<file path="config.mk">
export PLATFORM = sky130hd
export DESIGN_NAME = traffic_sequencer
export DESIGN_NICKNAME = d
export VERILOG_FILES = /design/src/rtl/traffic_pkg.sv /design/src/rtl/traffic_sequencer_sec_tick_gen.sv /design/src/rtl/traffic_sequencer.sv
export SDC_FILE = /design/constraint.sdc
export NUM_CORES = 1
export LEC_CHECK = 0
export CORE_MARGIN = 5
export CORE_UTILIZATION = 68
export DETAILED_ROUTE_END_ITERATION = 8
export DONT_BUFFER_PORTS = 1
export PLACE_DENSITY = 0.84
export SYNTH_ARGS = -nofsm -noshare
export SYNTH_HDL_FRONTEND = slang
export SYNTH_SLANG_ARGS = --single-unit
</file>
<file path="constraint.sdc">
create_clock -name clk -period 4.17 [get_ports clk]
set_input_delay 0.6255 -clock clk [delete_from_list [all_inputs] [get_ports clk]]
set_output_delay 0.6255 -clock clk [all_outputs]
set_load 0.1 [all_outputs]
</file>
<file path="src/rtl/traffic_pkg.sv">
// ---------------------------------------------------------------------------
// traffic_pkg
// Shared definitions for the intersection sequencer: phase encoding, light
// one-hot constants, default phase durations and per-road light decoding.
// The phase code is also the value of the traffic_sequencer `phase` port.
// ---------------------------------------------------------------------------
package traffic_pkg;

    typedef enum logic [2:0] {
        INIT = 3'd0,
        NS_G = 3'd1,
        NS_Y = 3'd2,
        RED1 = 3'd3,
        EW_G = 3'd4,
        EW_Y = 3'd5,
        RED2 = 3'd6,
        WALK = 3'd7
    } phase_t;

    // Light one-hots, bit order {red, yellow, green}.
    localparam logic [2:0] LT_RED = 3'b100;
    localparam logic [2:0] LT_YEL = 3'b010;
    localparam logic [2:0] LT_GRN = 3'b001;

    // Default durations. A phase with value D lasts D+1 ticks.
    localparam int unsigned DEF_TICK_CYCLES = 50_000_000;
    localparam int unsigned DEF_NS_GREEN    = 9;
    localparam int unsigned DEF_NS_YELLOW   = 3;
    localparam int unsigned DEF_EW_GREEN    = 6;
    localparam int unsigned DEF_EW_YELLOW   = 3;
    localparam int unsigned DEF_ALL_RED     = 1;
    localparam int unsigned DEF_PED_WALK    = 5;

    function automatic logic [2:0] ns_lights(input phase_t p);
        case (p)
            NS_G:    return LT_GRN;
            NS_Y:    return LT_YEL;
            default: return LT_RED;
        endcase
    endfunction

    function automatic logic [2:0] ew_lights(input phase_t p);
        case (p)
            EW_G:    return LT_GRN;
            EW_Y:    return LT_YEL;
            default: return LT_RED;
        endcase
    endfunction

endpackage

</file>
<file path="src/rtl/traffic_sequencer_sec_tick_gen.sv">
// ---------------------------------------------------------------------------
// sec_tick_gen
// Prescaler producing a registered one-clk `tick` every TICK_CYCLES enabled
// clocks. `tick` is high during the cycle in which the count equals
// TICK_CYCLES-1; the count wraps on the following edge.
// Ports:
//   clk  - system clock
//   rst  - asynchronous reset, active-low
//   en   - run enable; low holds the count and clears tick
//   tick - one-clk pulse per elapsed tick
// ---------------------------------------------------------------------------
module sec_tick_gen #(
    parameter int unsigned TICK_CYCLES = 50_000_000
) (
    input  logic clk,
    input  logic rst,
    input  logic en,
    output logic tick
);

    localparam int unsigned CW = (TICK_CYCLES > 2) ? $clog2(TICK_CYCLES) : 1;
    localparam logic [CW-1:0] LAST = CW'(TICK_CYCLES - 1);

    logic [CW-1:0] cnt;
    logic [CW-1:0] cnt_nxt;

    // If en drops during a tick cycle, the tick is withdrawn and the count
    // parks at LAST; the first enabled edge afterwards re-raises tick without
    // moving the count, so a pause never swallows a tick.
    always_comb begin
        if (tick)
            cnt_nxt = '0;
        else if (cnt == LAST)
            cnt_nxt = cnt;
        else
            cnt_nxt = cnt + 1'b1;
    end

    // NOTE: state registers use non-blocking assignments so every flop samples
    // pre-edge values regardless of block evaluation order.
    always_ff @(posedge clk or negedge rst) begin
        if (!rst) begin
            cnt  <= '0;
            tick <= 1'b0;
        end else if (en) begin
            cnt  <= cnt_nxt;
            tick <= (cnt_nxt == LAST);
        end else begin
            tick <= 1'b0;
        end
    end

endmodule

</file>
<file path="src/rtl/traffic_sequencer.sv">
// ---------------------------------------------------------------------------
// traffic_sequencer
// Two-road intersection sequencer. Walks NS_G -> NS_Y -> RED1 -> EW_G ->
// EW_Y -> RED2 -> (WALK) -> NS_G, one step per expired phase, counting the
// phase down in ticks from sec_tick_gen. All outputs are registered.
// Build option: define TRAFFIC_PED_REQ_EN to enable the pedestrian phase;
// otherwise ped_req is ignored and ped_walk / ped_pending stay 0.
// Ports:
//   clk, rst     - clock; asynchronous active-low reset
//   en           - run enable (freezes prescaler and FSM when low)
//   ped_req      - pedestrian button level
//   tick         - one-clk pulse per tick
//   phase        - current phase code (traffic_pkg::phase_t)
//   sec_left     - ticks remaining in the phase
//   ns_light     - NS one-hot {red, yellow, green}
//   ew_light     - EW one-hot {red, yellow, green}
//   ped_walk     - walk lamp
//   ped_pending  - latched, not-yet-served pedestrian request
// ---------------------------------------------------------------------------
module traffic_sequencer
    import traffic_pkg::*;
#(
    parameter int unsigned TICK_CYCLES = DEF_TICK_CYCLES,
    parameter int unsigned NS_GREEN    = DEF_NS_GREEN,
    parameter int unsigned NS_YELLOW   = DEF_NS_YELLOW,
    parameter int unsigned EW_GREEN    = DEF_EW_GREEN,
    parameter int unsigned EW_YELLOW   = DEF_EW_YELLOW,
    parameter int unsigned ALL_RED     = DEF_ALL_RED,
    parameter int unsigned PED_WALK    = DEF_PED_WALK
) (
    input  logic       clk,
    input  logic       rst,
    input  logic       en,
    input  logic       ped_req,
    output logic       tick,
    output logic [2:0] phase,
    output logic [3:0] sec_left,
    output logic [2:0] ns_light,
    output logic [2:0] ew_light,
    output logic       ped_walk,
    output logic       ped_pending
);

    phase_t state;
    phase_t state_nxt;
    logic   step;
    logic   walk_go;

    sec_tick_gen #(
        .TICK_CYCLES(TICK_CYCLES)
    ) u_tick (
        .clk (clk),
        .rst (rst),
        .en  (en),
        .tick(tick)
    );

    // A tick only counts while enabled; tick can still be high in the first
    // cycle after en falls.
    assign step  = tick && en;
    assign phase = state;

    function automatic logic [3:0] dur_of(input phase_t p);
        case (p)
            NS_G:       return 4'(NS_GREEN);
            NS_Y:       return 4'(NS_YELLOW);
            RED1, RED2: return 4'(ALL_RED);
            EW_G:       return 4'(EW_GREEN);
            EW_Y:       return 4'(EW_YELLOW);
            WALK:       return 4'(PED_WALK);
            default:    return 4'd0;
        endcase
    endfunction

`ifdef TRAFFIC_PED_REQ_EN
    // The live button is OR-ed in so a press during the RED2 exit tick is served.
    assign walk_go = ped_pending || ped_req;

    always_ff @(posedge clk or negedge rst) begin
        if (!rst)
            ped_pending <= 1'b0;
        else if (step && state == RED2 && sec_left == 4'd0 && walk_go)
            ped_pending <= 1'b0;
        else if (ped_req && state != WALK)
            ped_pending <= 1'b1;
    end
`else
    logic unused_ped_req;
    assign unused_ped_req = ped_req;
    assign walk_go        = 1'b0;
    assign ped_pending    = 1'b0;
`endif

    // NOTE: state_nxt gets a default before the case so no path leaves it
    // unassigned, which would otherwise infer a latch.
    always_comb begin
        state_nxt = state;
        case (state)
            INIT:    state_nxt = NS_G;
            NS_G:    state_nxt = NS_Y;
            NS_Y:    state_nxt = RED1;
            RED1:    state_nxt = EW_G;
            EW_G:    state_nxt = EW_Y;
            EW_Y:    state_nxt = RED2;
            RED2:    state_nxt = walk_go ? WALK : NS_G;
            WALK:    state_nxt = NS_G;
            default: state_nxt = INIT;
        endcase
    end

    always_ff @(posedge clk or negedge rst) begin
        if (!rst) begin
            state    <= INIT;
            sec_left <= 4'd0;
            ns_light <= LT_RED;
            ew_light <= LT_RED;
            ped_walk <= 1'b0;
        end else if (step) begin
            if (sec_left != 4'd0) begin
                sec_left <= sec_left - 4'd1;
            end else begin
                state    <= state_nxt;
                sec_left <= dur_of(state_nxt);
                ns_light <= ns_lights(state_nxt);
                ew_light <= ew_lights(state_nxt);
                ped_walk <= (state_nxt == WALK);
            end
        end
    end

endmodule

</file>
# Word-level counts from Yosys, hierarchy flattened
# Index checks and enable logic that the tools add are counted.
# W data, S select, Z words.
# totals
register_bits,41
out_inout_bits,16
# op_classes
add_sub_neg,2
eq_ne,16
muxes,8
bitwise,1
reduce_logical,7
# ops
cell,n
$eq A26 B26 Y1 const B,2
$mux W26,2
$add A26 B1 Y26 const B,1
$eq A3 B3 Y1 const B,8
$pmux W4 S5,1
$pmux W3 S6,1
$eq A3 B2 Y1 const B,4
$pmux W3 S2,2
$eq A3 B1 Y1 const B,2
$mux W4,1
$reduce_bool A4 Y1,1
$reduce_or A2 Y1,2
$sub A4 B1 Y4 const B,1
$logic_not A3 Y1,1
$reduce_or A3 Y1,1
$reduce_and A2 Y1,1
$logic_and A1 B1 Y1,1
$mux W1,1
$not A1 Y1,1

# Depth between registers and ports, before layout
# Gate-level depths: netlist (run 1).
# logic_depth
word_depth,7
mapped_depth,8
depth_no_buf,7

# Hierarchy
# Synthesis (run 1) repeated with hierarchy kept, for this count alone.
# hier_totals
cells_unflattened,312
area_unflattened_um2,2697.6
# by_module_without_submodules
mod,n_inst,cells_per_inst,area_each_um2
sec_tick_gen,1,245,1959.4
traffic_sequencer,1,67,738.2

# Worst setup path before layout (run 1)
# OpenSTA, ideal clock, no wires.
# synth_path
kind,register -> register
start,register u_tick.tick
end,register u_tick.tick
setup_ps,96
arrival_time_ps,2613
t_required_ps,4074
setup_slack_ps,1461
stages_incl_launch_ff,7
path_buffers,1
period_less_slack_ps,2709
cell_sequence,dfrtp_1 -> clkbuf_1 -> inv_1 -> a2111oi_0 -> a21oi_1 -> or4_1 -> nor4_2
# synth_via
elab_chain_cells,3
# synth_lines
element,line,rtl
start: declaration,traffic_sequencer_sec_tick_gen.sv:18,output logic tick
start signal: assignment,traffic_sequencer_sec_tick_gen.sv:47,tick <= (cnt_nxt == LAST);
$mux W26,traffic_sequencer_sec_tick_gen.sv:31,if (tick)
$eq A26 B26 Y1,traffic_sequencer_sec_tick_gen.sv:47,
$mux W1,traffic_sequencer_sec_tick_gen.sv:45,end else if (en) begin
# No other way between the ends.
# A chain may end at the register's enable or synchronous reset.

# Worst setup path in the final report (run 1)
# layout_path
start,register u_tick.cnt[0]
end,register u_tick.tick
# layout_via
elab_chain_cells,5
elab_cells_between_ends,6
classes_between,add/sub (1); eq/ne (2); mux (3)
# layout_lines
element,line,rtl
start: declaration,traffic_sequencer_sec_tick_gen.sv:24,logic [CW-1:0] cnt;
start signal: assignment,traffic_sequencer_sec_tick_gen.sv:46,cnt <= cnt_nxt;
$add A26 B1 Y26 / $eq A26 B26 Y1 (equally long branches),"traffic_sequencer_sec_tick_gen.sv:36, traffic_sequencer_sec_tick_gen.sv:33",
$mux W26 (*),traffic_sequencer_sec_tick_gen.sv:33,else if (cnt == LAST)
$mux W26 (*),traffic_sequencer_sec_tick_gen.sv:31,
$eq A26 B26 Y1 (*),traffic_sequencer_sec_tick_gen.sv:47,
$mux W1 (*),traffic_sequencer_sec_tick_gen.sv:45,
# Mark *: on every way between the ends. The rest lies on a longest branch, timed or not.

==> impl_metrics.tcl, run 1 <==
set metrics [dict create \
    cts_setup_buffers 0 \
    drive_gt1_share_pct 9.22 \
    ys_async_sr_fraction_pct 100 \
    wl_per_cell_um 17.1 \
    fin_tns_setup_ns 0 \
    power_uw 815 \
    clockRootBuffer "clkbuf_8" \
    worst_pin_slew_ns 1.13 \
    grt-ovfl-total 0 \
    hold_class "in2async" \
    vias_per_cell 6.69 \
    cp.buffers_inverters 0 \
    endpoint_kind "flip-flop" \
    max-slew-margin-rel_pct 24.9 \
    grt.total_usage_pct 24.5 \
    hpwl_mm 3.98 \
    syn_avg_cell_area_um2 8.48 \
    p_per_area_nw_per_um2 309 \
    ys_types 49 \
    drv_slew 0 \
    grt_max_degree 42 \
    die_height_um 71.3 \
    critical-path-top-delay-family "simple AND/OR/NAND/NOR gates" \
    fin_nets 298 \
    fp.dieW_um 71.3 \
    cp_cell_sequence "ha_1 -> nand3_1 -> nor4_1 -> nand2_1 -> o31ai_1 -> nand4_1 -> nor4_2" \
    ctsHtreeMaxLevel 2 \
    hold_viol_final 0 \
    synth-main-ff-cell "dfrtp_1" \
    die_area_um2 5080 \
    status "finished, final reports clean" \
    arrival_ns 3.11 \
    finalCritPeriodShare_pct 69.9 \
    max_freq_mhz 343 \
    syn2layout_area_growth_pct 3.18 \
    antenna_found_initial 0 \
    stdcell_count 341 \
    crit_type "reg2reg" \
    ant_nets 0 \
    clk_latency_ns 0.30 \
    yosysSeqAreaShare_pct 40.3 \
    syn_area_um2 2550 \
    coreArea_um2 3660 \
    path_clk_slew_ns 0.08 \
    ctsResizeCount 0 \
    critPathMaxStageDelay_ns 0.79 \
    first_global_vias 2037 \
    grt_setup_unrepaired "false" \
    cts_tree "done" \
    fin_util_pct 72.0 \
    fillers 265 \
    drc 0 \
    worstSetupStartpointType "flip-flop" \
    cp.required_ns 4.36 \
    clock_skew_ns 0.00815 \
    syn_inst 301 \
    drt_iter0_markers 304 \
    critPathMaxFanout 7 \
    max-vdd-ir-drop_mv 0.244 \
    vias 2282 \
    io-pin-count 20 \
    cap_viol_max_count 0 \
    crit_slowest_cell "nor4_1" \
    diodes 0 \
    drt_pass1_iterations 5 \
    ys_seq_elements 41 \
    cellLeakagePower_nw 1.06 \
    gp_congestion 0.914 \
    synth_edf_count 0 \
    yosysWarnings 0 \
    wl_mm 5.84 \
    dp_slack_ns 1.31 \
    clock_path_buffers 2 \
    post-place-cells 331 \
    finalWorstSetupSlack_ns 1.25 \
    cts_sinks 41 \
    io_buffers 0 \
    grt_pass1_wl_mm 10.0 \
    timing.final.crit_period_ns 2.92 \
    cts_made_buffers 5 \
    syn_nets 307 \
    initial_core_util_pct 69.8 \
    rows 22 \
    setup_viol 0 \
]
[cells in the final DEF, fill, tap and decap left out, drive strengths merged, types with 5 or more instances in the layout]
cell / count
xnor2: 7
xor2: 6
a21oi: 18
clkbuf: 5
nor3: 12
nand2: 40
o31ai: 9
o41ai: 6
and3: 8
o21ai: 39
and4: 6
nand3: 15
inv: 8
dfrtp: 39
nand4: 8
nor4: 5
nor2: 14
[report_power, final]
group | switching, mW | internal, mW
clock network | 0.140 | 0.116
registers | 0.0441 | 0.419
logic | 0.0551 | 0.0405
[synthesized netlist by cell type, drive strengths merged, types with 2 or more instances]
cell     instances  area share, %
or3              2           0.69
and4             6            2.1
mux2i            2           0.78
nor4             5            1.5
or4              2           0.59
nor3            12            2.4
a21oi           18            3.5
nor2            14            2.1
inv              8            1.2
and2             3           0.74
nand4            8            2.2
clkbuf          13            2.3
a31oi            4           0.98
nand3           15            3.1
xor2             6            2.1
o2bb2ai          2           0.69
and3             8            2.2
ha               2           0.98
o21ai           39            7.6
dfrtp           39             38
dfstp            2            2.1
mux2             2           0.88
xnor2            7            2.4
a2111oi          2           0.69
o31ai            9            2.6
nand2           40            5.9
a21o             3           0.93
a22o             2           0.69
nor3b            2           0.59
a211oi           2           0.59
o41ai            6            2.1
buf              8            2.4
[routing by layer]
metal  up-vias  track usage [%]  share of wire [%]
li1       1094                -                  -
met5         -                0                  0
met2        78             36.9                 46
met3        11             4.63                6.5
met4         0             7.93                1.9
met1      1099             35.8                 46
[cell type report]
| cell class | instances | area (um^2) | share of cell area (%) |
|---|---|---|---|
| Multi-Input combinational cell | 231 | 1380 | 52.2 |
| Sequential cell | 41 | 1030 | 39.1 |
| Clock buffer | 5 | 68.8 | 2.61 |
| Tap cell | 48 | 60.1 | 2.28 |
| Timing Repair Buffer | 5 | 52.6 | 1.99 |
| Inverter | 8 | 30.0 | 1.14 |
| Clock inverter | 3 | 17.5 | 0.665 |
[final timing paths]
path	startpoint	to	slack, ns	cells past startpoint
worst max-delay path	u_tick.cnt[0]	u_tick.tick	1.25	7
worst min-delay path	rst	u_tick.tick	0.02	0
worst max register to register	u_tick.cnt[0]	u_tick.tick	1.25	7
worst min register to register	u_tick.cnt[25]	u_tick.cnt[25]	0.53	2
max in group asynchronous	rst	u_tick.cnt[17]	3.47	1
min in group clk	en	u_tick.cnt[6]	0.41	1
[per-stage QoR]
stage / hold WS [ns] / cell area [um^2]
after floorplan: 0.330 / 2550
after global placement: 0.331 / 2520
after detailed placement: 0.331 / 2520
after CTS: 0.0112 / 2610
after global routing: 0.00812 / 2640
final: 0.0225 / 2640
[state kept, by name, summed over array words and instances (netlist names)]
name	flops
ped_walk	1
u_tick.cnt	26
ns_light	3
u_tick.tick	1
ew_light	3
sec_left	4
phase	3
[cell families after synthesis]
logic type                 count (synthesis)  share of synthesized area, %
and+or+nand+nor                          121                          25.2
AOI/OAI and AO/OA                         90                          21.5
DFF                                       41                          40.3
buffers and inverters                     29                          5.83
xor gates and xnor gates                  13                          4.46
muxes                                      4                          1.67
adders and majority gates                  2                         0.980
other                                      1                         0.147
[repair_timing]
action	4_1_cts	5_1_grt
hold buffers	0	2
endpoints found under the setup margin	0	0
endpoints found under the hold margin	0	30
Power figures use the tool's default switching activity.
==> inputs of run 2 (changes only) <==
- CORE_UTILIZATION: 68 -> 63
- PLACE_DENSITY: 0.84 -> 0.79
- clock period: 4.17 -> 2.7 ns (I/O delays scaled with it)
==> run 2 against run 1 <==
  * Design area increased by 7.0%
  * Clock skew is 0.0016 ns lower
  * First-iteration DRC count shrank 36%
  * Combinational power grew 110%
==> impl_metrics.tcl, run 2 (synthesis results as in run 1) <==
set metrics [dict create \
    clk_latency_ns 0.30 \
    ant_nets 0 \
    hold_class "in2reg" \
    wl_mm 6.31 \
    drt_pass1_iterations 4 \
    cellLeakagePower_nw 1.17 \
    drive_gt1_share_pct 14.5 \
    path_clk_slew_ns 0.08 \
    final_cell_mix "nand2_1, o21ai_0, dfrtp_1" \
    grt-ovfl-total 0 \
    crit_type "reg2reg" \
    cts_setup_buffers 0 \
    worstSetupStartpointType "flip-flop" \
    wl_met2_mm 3.00 \
    drt_iter0_markers 194 \
    gp_congestion 0.968 \
    fp.dieW_um 73.7 \
    wl_met1_mm 2.64 \
    reg2reg_to "u_tick.tick" \
    fin_tns_setup_ns 0 \
    hold_depth 1 \
    worst_pin_slew_ns 0.907 \
    initial_core_util_pct 64.3 \
    power_mw 1.50 \
    die_height_um 73.7 \
    io-pin-count 20 \
    cp-startpoint "u_tick.cnt[4]" \
    final_common_cell "nand2_1" \
    hpwl_mm 4.38 \
    cp.required_ns 2.88 \
    grt.total_usage_pct 25.4 \
    syn2layout_area_growth_pct 10.4 \
    setup_viol 0 \
    rr_startpoint "u_tick.cnt[4]" \
    clockRootBuffer "clkbuf_8" \
    io_buffers 0 \
    critPathMaxFanout 8 \
    die_area_um2 5430 \
    drv_slew 0 \
    largest_reg_flops 26 \
    coreArea_um2 3970 \
    fillers 305 \
    hold_viol_final 0 \
    vias_per_cell 6.53 \
    cp-endpoint "u_tick.tick" \
    p_per_area_nw_per_um2 532 \
    finalCritPeriodShare_pct 95.6 \
    largestRegisters "u_tick.cnt: 26 flops, sec_left: 4 flops" \
    grt_max_degree 42 \
    diodes 0 \
    max-slew-margin-rel_pct 39.6 \
    ctsHtreeMaxLevel 2 \
    clock_path_buffers 2 \
    timing.final.crit_period_ns 2.58 \
    fin_util_pct 71.0 \
    first_global_vias 2310 \
    antenna_found_initial 0 \
    status "finished, final reports clean" \
    regMostFlops "u_tick.cnt" \
    grt_pass1_wl_mm 10.7 \
    endpoint_kind "flip-flop" \
    met3WireLength_um 437 \
    wl_per_cell_um 17.5 \
    drc 0 \
    grt_setup_unrepaired "false" \
    max_freq_mhz 387 \
    multiInputGateArea_um2 1380 \
    register_area_um2 1030 \
    clock_skew_ns 0.00653 \
    cts_sinks 41 \
    fin_nets 315 \
    rows 23 \
    cts_made_buffers 5 \
    cap_viol_max_count 0 \
    max-vdd-ir-drop_mv 0.318 \
    arrival_ns 2.76 \
    reg2reg_slack_ns 0.12 \
    top_layer "met4" \
    reg2regPathDepth 6 \
    vias 2352 \
    cts_tree "done" \
]
## run 2: worst min path at each step
stage | startpoint | end | slack, ns
after global routing | en | u_tick.cnt[6] | 0.18
final | en | u_tick.cnt[6] | 0.19
after CTS | en | u_tick.cnt[6] | 0.18
after global placement | rst | phase[1] | 0.11
after floorplan | rst | ew_light[0] | 0.11
after detailed placement | rst | phase[1] | 0.11
## run 2: where the power goes
group          total, mW  internal, mW  switching (mW)  leakage, nW
sequential         0.698         0.648          0.0504        0.556
combinational      0.199        0.0874           0.112        0.544
clock              0.602         0.372           0.229       0.0687
total               1.50          1.11           0.392         1.17
## run 2: through the flow
stage / std cells / setup WS [ns] / area [um^2] / hold WS, ns
6_report: 360 / 0.119 / 2820 / 0.190
5_1_grt: 360 / 0.0299 / 2820 / 0.179
4_1_cts: 360 / 0.202 / 2820 / 0.183
3_5_place_dp: 350 / 0.220 / 2650 / 0.110
3_3_place_gp: 350 / 0.255 / 2650 / 0.110
2_1_floorplan: 301 / 0.246 / 2550 / 0.109
## run 2: worst max-delay path: stages, from the launching register on
cell and delay (ns):
dfrtp_1 0.50, nand4_2 0.24, or3_1 0.48, or3_4 0.43
xor2_1 0.14, or4_1 0.42, nor4_2 0.24
## run 2: area by class of cell
| class | instances | area share, % |
|---|---|---|
| Sequential cell | 41 | 36.5 |
| Multi-Input combinational cell | 231 | 48.9 |
| Timing Repair Buffer | 22 | 6.39 |
| Clock inverter | 3 | 2.44 |
| Tap cell | 50 | 2.22 |
| Clock buffer | 5 | 2.44 |
| Inverter | 8 | 1.06 |
## run 2: layer usage
metal,GRT usage (%),vias up
met3,5.61,24
met4,13.5,0
li1,-,1127
met5,0,-
met2,40.4,97
met1,32.2,1104
## run 2: timing repair
action	in CTS	in global routing
endpoints found under the hold margin	41	0
hold buffers	2	0
endpoints found under the setup margin	0	1
gates resized for setup	0	2
